===== src/rtl/weight_fetch_unit_pkg.sv =====
// Shared definitions for the weight fetch path: FSM encoding and the
// load-phase bit positions agreed with the weight pipeline controller.
package weight_fetch_unit_pkg;

  typedef enum logic [1:0] {
    ST_IDLE  = 2'd0,
    ST_FETCH = 2'd1,
    ST_DRAIN = 2'd2
  } wfu_state_e;

  localparam int LOAD_BIT  = 0;
  localparam int LAYER_BIT = 1;

endpackage


===== src/rtl/weight_fetch_unit_lowest_set_bit.sv =====
// Priority scan: reports the index of the lowest set bit of a mask and
// whether any bit is set at all.
module lowest_set_bit #(
  parameter  int N     = 4,
  localparam int IDX_W = (N > 1) ? $clog2(N) : 1
) (
  input  logic [N-1:0]     mask,
  output logic [IDX_W-1:0] index,
  output logic             any
);

  always_comb begin
    index = '0;
    // Scan downwards so the lowest set bit is the last one to win.
    for (int i = N - 1; i >= 0; i--) begin
      if (mask[i]) begin
        index = IDX_W'(i);
      end
    end
    any = |mask;
  end

endmodule


===== src/rtl/weight_fetch_unit.sv =====
// Fetches one weight per enabled MAC lane from a synchronous memory, one
// lane per cycle lowest first, and holds them in per-lane registers.
module weight_fetch_unit
  import weight_fetch_unit_pkg::*;
#(
  parameter int N_MACS = 4,
  parameter int DATA_W = 8,
  parameter int ADDR_W = 8
) (
  input  logic                     clk,
  input  logic                     rst_n,
  input  logic [2:0]               load,
  input  logic [N_MACS-1:0]        weight_ctrl,
  input  logic [ADDR_W-1:0]        load_base,
  input  logic [ADDR_W-1:0]        layer_base,
  output logic                     mem_rd_en,
  output logic [ADDR_W-1:0]        mem_addr,
  input  logic [DATA_W-1:0]        mem_rd_data,
  output logic [N_MACS*DATA_W-1:0] w_out,
  output logic [N_MACS-1:0]        w_valid,
  output logic                     busy,
  output logic                     done,
  output logic                     err
);

  localparam int IDX_W = (N_MACS > 1) ? $clog2(N_MACS) : 1;

  wfu_state_e        state_q, state_d;
  logic [N_MACS-1:0] mask_q, mask_d;
  logic [ADDR_W-1:0] base_q, base_d;
  logic              pend_q, pend_d;
  logic [IDX_W-1:0]  lane_q, lane_d;
  logic [DATA_W-1:0] w_q [N_MACS];
  logic [DATA_W-1:0] w_d [N_MACS];
  logic [N_MACS-1:0] w_valid_q, w_valid_d;
  logic              done_q, done_d;
  logic              err_q, err_d;

  logic [IDX_W-1:0]  scan_idx;
  logic              scan_any;
  logic [N_MACS-1:0] scan_onehot;
  logic              load_req;
  logic              load_unused;

  lowest_set_bit #(
    .N (N_MACS)
  ) u_scan (
    .mask  (mask_q),
    .index (scan_idx),
    .any   (scan_any)
  );

  assign load_req    = load[LOAD_BIT] | load[LAYER_BIT];
  assign load_unused = load[2];
  assign scan_onehot = N_MACS'(1) << scan_idx;

  assign mem_rd_en = (state_q == ST_FETCH) && scan_any;
  assign mem_addr  = mem_rd_en ? ADDR_W'(base_q + ADDR_W'(scan_idx)) : '0;

  always_comb begin
    state_d   = state_q;
    mask_d    = mask_q;
    base_d    = base_q;
    pend_d    = 1'b0;
    lane_d    = lane_q;
    w_d       = w_q;
    w_valid_d = w_valid_q;
    done_d    = 1'b0;
    err_d     = 1'b0;

    // Read issued last cycle: its data is on mem_rd_data now.
    for (int i = 0; i < N_MACS; i++) begin
      if (pend_q && (lane_q == IDX_W'(i))) begin
        w_d[i]       = mem_rd_data;
        w_valid_d[i] = 1'b1;
      end
    end

    case (state_q)
      ST_IDLE: begin
        if (load_req) begin
          mask_d    = weight_ctrl;
          base_d    = load[LOAD_BIT] ? load_base : layer_base;
          w_valid_d = w_valid_q & ~weight_ctrl;
          state_d   = (|weight_ctrl) ? ST_FETCH : ST_DRAIN;
        end
      end
      ST_FETCH: begin
        err_d = load_req;
        if (scan_any) begin
          mask_d = mask_q & ~scan_onehot;
          pend_d = 1'b1;
          lane_d = scan_idx;
        end
        if (mask_d == '0) begin
          state_d = ST_DRAIN;
        end
      end
      ST_DRAIN: begin
        err_d   = load_req;
        done_d  = 1'b1;
        mask_d  = '0;
        state_d = ST_IDLE;
      end
      default: begin
        mask_d  = '0;
        state_d = ST_IDLE;
      end
    endcase
  end

  always_ff @(posedge clk or negedge rst_n) begin
    if (!rst_n) begin
      state_q   <= ST_IDLE;
      mask_q    <= '0;
      base_q    <= '0;
      pend_q    <= 1'b0;
      lane_q    <= '0;
      w_valid_q <= '0;
      done_q    <= 1'b0;
      err_q     <= 1'b0;
      for (int i = 0; i < N_MACS; i++) begin
        w_q[i] <= '0;
      end
    end else begin
      state_q   <= state_d;
      mask_q    <= mask_d;
      base_q    <= base_d;
      pend_q    <= pend_d;
      lane_q    <= lane_d;
      w_valid_q <= w_valid_d;
      done_q    <= done_d;
      err_q     <= err_d;
      for (int i = 0; i < N_MACS; i++) begin
        w_q[i] <= w_d[i];
      end
    end
  end

  for (genvar gi = 0; gi < N_MACS; gi++) begin : g_lane
    assign w_out[gi*DATA_W +: DATA_W] = w_q[gi];
  end

  assign w_valid = w_valid_q;
  assign busy    = (state_q != ST_IDLE);
  assign done    = done_q;
  assign err     = err_q;

endmodule


===== config.mk =====
export PLATFORM = sky130hd
export DESIGN_NAME = weight_fetch_unit
export DESIGN_NICKNAME = d
export VERILOG_FILES = /design/src/rtl/weight_fetch_unit_pkg.sv /design/src/rtl/weight_fetch_unit_lowest_set_bit.sv /design/src/rtl/weight_fetch_unit.sv
export SDC_FILE = /design/constraint.sdc
export NUM_CORES = 1
export LEC_CHECK = 0
export ABC_AREA = 0
export CORE_ASPECT_RATIO = 2
export CORE_MARGIN = 2
export CORE_UTILIZATION = 49
export CTS_CLUSTER_SIZE = 12
export DETAILED_ROUTE_END_ITERATION = 6
export PLACE_DENSITY = 0.89
export SYNTH_ARGS = -nofsm -noshare
export SYNTH_HDL_FRONTEND = slang
export SYNTH_HIERARCHICAL = 1
export SYNTH_SLANG_ARGS = --single-unit

===== constraint.sdc =====
create_clock -name clk -period 3.2 [get_ports clk]
set_input_delay 0.64 -clock clk [delete_from_list [all_inputs] [get_ports clk]]
set_output_delay 0.64 -clock clk [all_outputs]
set_load 0.02 [all_outputs]

==> results.yml <==
floorplan:
  core-area_um2: 4910
  rows: 36
  die_footprint_um2: 5710
  die-width_um: 54.5
  fp.dieH_um: 105
  floorplan.io_pins: 81
  initial_core_util_pct: 50.8
placement:
  detailed_place_hpwl_mm: 4.17
  place_area_um2: 3360
  routabilityCongestion: 0.856
  io_buffer_count: 79
logic_synthesis:
  mappedNetlistNets: 244
  yosysWarningCount: 6
  synth.cell_area_um2: 2490
  avgSynthCellArea_um2: 12.2
  ys_types: 32
  syn_inst: 205
  synth.ff_latch_count: 55
  seq_area_frac_synth_pct: 55.2
setup_path:
  cp.buffers_inverters: 1
  worst_setup_path_endpoint: "mem_addr[3]"
  arrival_ns: 2.44
  timing.setup.critical_path_class: "flip-flop to output port"
  slowest_stage: "sky130_fd_sc_hd__clkdlybuf4s50_1"
  required_time_at_the_endpoint_of_the_critical_path_ns: 2.56
  crit_path_start_kind: "flip-flop"
  cp.depth: 8
  crit_path_max_incr_delay_ns: 0.62
  critical-path-top-delay-family: "buffers and inverters"
  regToRegStartpoint: "mask_q[2]$_DFFE_PN0P_"
  path_cells: "nor2_1 > nor3_2 > ha_1 > a21oi_2 > nor2b_1 > xnor2_1 > nor2_1 > clkdlybuf4s50_1"
  setup.worst_path.end_class: "output port"
  path_max_fanout: 5
  reg2reg_setup_slack_ns: 1.23
  r2r.worst_path.cells: 7
  timing.critical_path.from: "mask_q[3]$_DFFE_PN0P_"
  crit_path_frequent_cell: "sky130_fd_sc_hd__nor2_1"
  reg2reg_to: "state_q[0]$_DFFE_PN0P_"
route:
  drcViolationCount: 0
  avgViaCountPerCell: 5.41
  routed_wirelength_mm: 5.44
  num_vias: 1876
  starting_drt_drc_count: 14
  antenna_violating_nets_post_route: 0
  drt_pre_antenna_iters: 4
  avgRoutedWirePerCell_um: 15.7
timing:
  fin_skew_ns: 0.00191
  timing.fmax_ghz: 0.325
  setup_viol: 0
  timing.final.crit_period_ns: 3.08
  max_slew_margin_pct: 47.4
  report.final.slew_viol_count: 0
  holdWs_ns: 0.415
  timing_worst_slew_pin_value_ns: 0.789
  fin_tns_setup_ns: 0
  finalCritPeriodShare_pct: 96.3
  report.final.hold_viol_count: 0
power:
  leakage_uw: 0.00158
  power_density_nw_per_um2: 1040
  vdd_drop_max_mv: 0.795
global_routing:
  grt_overflow: 0
  maximum_number_of_pins_on_one_net_before_global_route_repair: 37
  grt_first_pass_wirelength_mm: 8.99
  first_global_vias: 1988
  grt_util_all_layers_pct: 21.4
  antenna_violations_before_repair: 0
clock_network:
  cts_root_buf: "sky130_fd_sc_hd__clkbuf_8"
  tritoncts.num_buffers: 5
  tritoncts_clock_tree: "done"
  cts_repair_resize_count: 3
  cts_post_setup_buffers_inserted: 0
  clock-sinks: 55
  cts.path.max_buffers: 2
  post_cts_hold_buffer_count: 0
  cts-htree-levels: 2
  clk_latency_ns: 0.30
  cts.clk_slew.worst_paths_ns: 0.09
finish:
  multi_input_comb_area_um2: 1080
  final_layout_size_suffix_gt1_share_pct: 18.6
  synthToLayoutAreaGrowth_pct: 38.8
  final-seq-area_um2: 1380
  fin_area_um2: 3460
  fin_nets: 329
  antenna-diode-count: 0
  nFillCells: 354
run:
  maxCapViolations: 0
outcome:
  status: "complete, no violations"
worst_hold_path:
  hold_path_class: "primary input to async pin"
## stage by stage
step	util, %	power (µW)	cells	setup WS, ns
6_report	70.5	3600	347	0.120
5_1_grt	70.5	3830	347	-0.00379
4_1_cts	70.3	3630	347	0.0364
3_5_place_dp	68.4	3240	340	0.319
3_3_place_gp	68.4	3160	340	0.355
2_1_floorplan	-	2360	205	0.682
## where the power goes
group | leakage, µW | switching (µW) | internal (µW) | total (µW)
Clock | 0.0000470 | 207 | 170 | 377
Sequential | 0.000669 | 249 | 1030 | 1280
Combinational | 0.000868 | 959 | 977 | 1940
Total | 0.00158 | 1420 | 2180 | 3600
## final cells by class
| cell class | instances | area share, % |
|---|---|---|
| clock buffers | 6 | 2.38 |
| clock inverters | 1 | 0.145 |
| inverters | 7 | 0.759 |
| repair buffers | 83 | 23.8 |
| well taps | 57 | 2.06 |
| multi-input cells | 138 | 31.1 |
| flip-flops and latches | 55 | 39.7 |
## registers in the layout (all words and copies together) (netlist names)
signal	cells
state_q	2
pend_q	1
base_q	8
lane_q	2
w_valid	4
mask_q	4
err	1
done	1
w_out	32
## cell usage after synthesis
master	count	area share [%]
sky130_fd_sc_hd__a22o_1	2	0.70
sky130_fd_sc_hd__nor2_1	11	1.7
sky130_fd_sc_hd__a21bo_1	1	0.40
sky130_fd_sc_hd__o21ai_1	1	0.20
sky130_fd_sc_hd__mux2_2	35	16
sky130_fd_sc_hd__xnor2_1	2	0.70
sky130_fd_sc_hd__o21a_1	3	0.90
sky130_fd_sc_hd__nand2_1	19	2.9
sky130_fd_sc_hd__nand4b_1	2	0.70
sky130_fd_sc_hd__nor2b_1	1	0.25
sky130_fd_sc_hd__mux2i_1	8	3.2
sky130_fd_sc_hd__o221ai_1	2	0.70
sky130_fd_sc_hd__fa_1	1	0.80
sky130_fd_sc_hd__inv_1	7	1.1
sky130_fd_sc_hd__nor3b_4	1	0.75
sky130_fd_sc_hd__nor3_1	3	0.60
sky130_fd_sc_hd__buf_2	3	0.60
sky130_fd_sc_hd__nand3_2	1	0.40
sky130_fd_sc_hd__clkbuf_1	2	0.30
sky130_fd_sc_hd__nand3b_2	2	0.90
sky130_fd_sc_hd__dfrtp_1	55	55
sky130_fd_sc_hd__xor2_1	4	1.4
sky130_fd_sc_hd__ha_1	5	2.5
sky130_fd_sc_hd__and3_1	3	0.75
sky130_fd_sc_hd__nand3_1	4	0.80
sky130_fd_sc_hd__nand4_1	1	0.25
sky130_fd_sc_hd__or3_1	1	0.25
sky130_fd_sc_hd__a21oi_2	1	0.35
sky130_fd_sc_hd__o21ai_0	15	3.0
sky130_fd_sc_hd__or4_1	1	0.30
sky130_fd_sc_hd__a21oi_1	6	1.2
sky130_fd_sc_hd__nand2b_1	2	0.50
## kinds of logic (layout without fill, tap and decap cells)
family | count (synthesis) | after routing | synth area share, %
fa+ha+maj | 6 | 6 | 3.31
simple gates | 52 | 52 | 11.0
xor+xnor | 6 | 6 | 2.11
flops | 55 | 55 | 55.2
mux | 43 | 43 | 19.0
buf+inv | 12 | 97 | 1.96
compound gates | 31 | 31 | 7.47
## layout by cell type (no fill, tap or decap), drive strengths merged, types with 3 or more instances in the layout
| cell type | count |
|---|---|
| clkdlybuf4s50 | 72 |
| clkbuf | 6 |
| dfrtp | 55 |
| o21a | 3 |
| xor2 | 4 |
| a21oi | 7 |
| mux2i | 8 |
| dlymetal6s2s | 4 |
| buf | 5 |
| nand2 | 19 |
| nand3 | 5 |
| nor3 | 3 |
| o21ai | 16 |
| and3 | 3 |
| nor2 | 11 |
| inv | 7 |
| mux2 | 35 |
| ha | 5 |
## routing by layer
layer / vias to the layer above / GRT usage, % / share of wire (%)
li1: 887 / - / -
met1: 922 / 22.0 / 35
met2: 56 / 39.1 / 59
met3: 11 / 4.43 / 3.5
met4: 0 / 8.39 / 2.1
met5: - / 0 / 0
## how the worst min path moves through the flow
| stage | endpoint | from | slack [ns] | cells past startpoint |
|---|---|---|---|---|
| floorplan | base_q[0]$_DFFE_PN0P_ | rst_n | 0.34 | 0 |
| global placement | base_q[0]$_DFFE_PN0P_ | base_q[0]$_DFFE_PN0P_ | 0.47 | 2 |
| detailed placement | w_out[20]$_DFFE_PN0P_ | w_out[20]$_DFFE_PN0P_ | 0.49 | 1 |
| CTS | w_out[2]$_DFFE_PN0P_ | rst_n | 0.43 | 1 |
| global route | w_out[29]$_DFFE_PN0P_ | rst_n | 0.46 | 1 |
| finish | base_q[5]$_DFFE_PN0P_ | rst_n | 0.41 | 1 |
No activity file was read; power rests on OpenSTA's default activity.
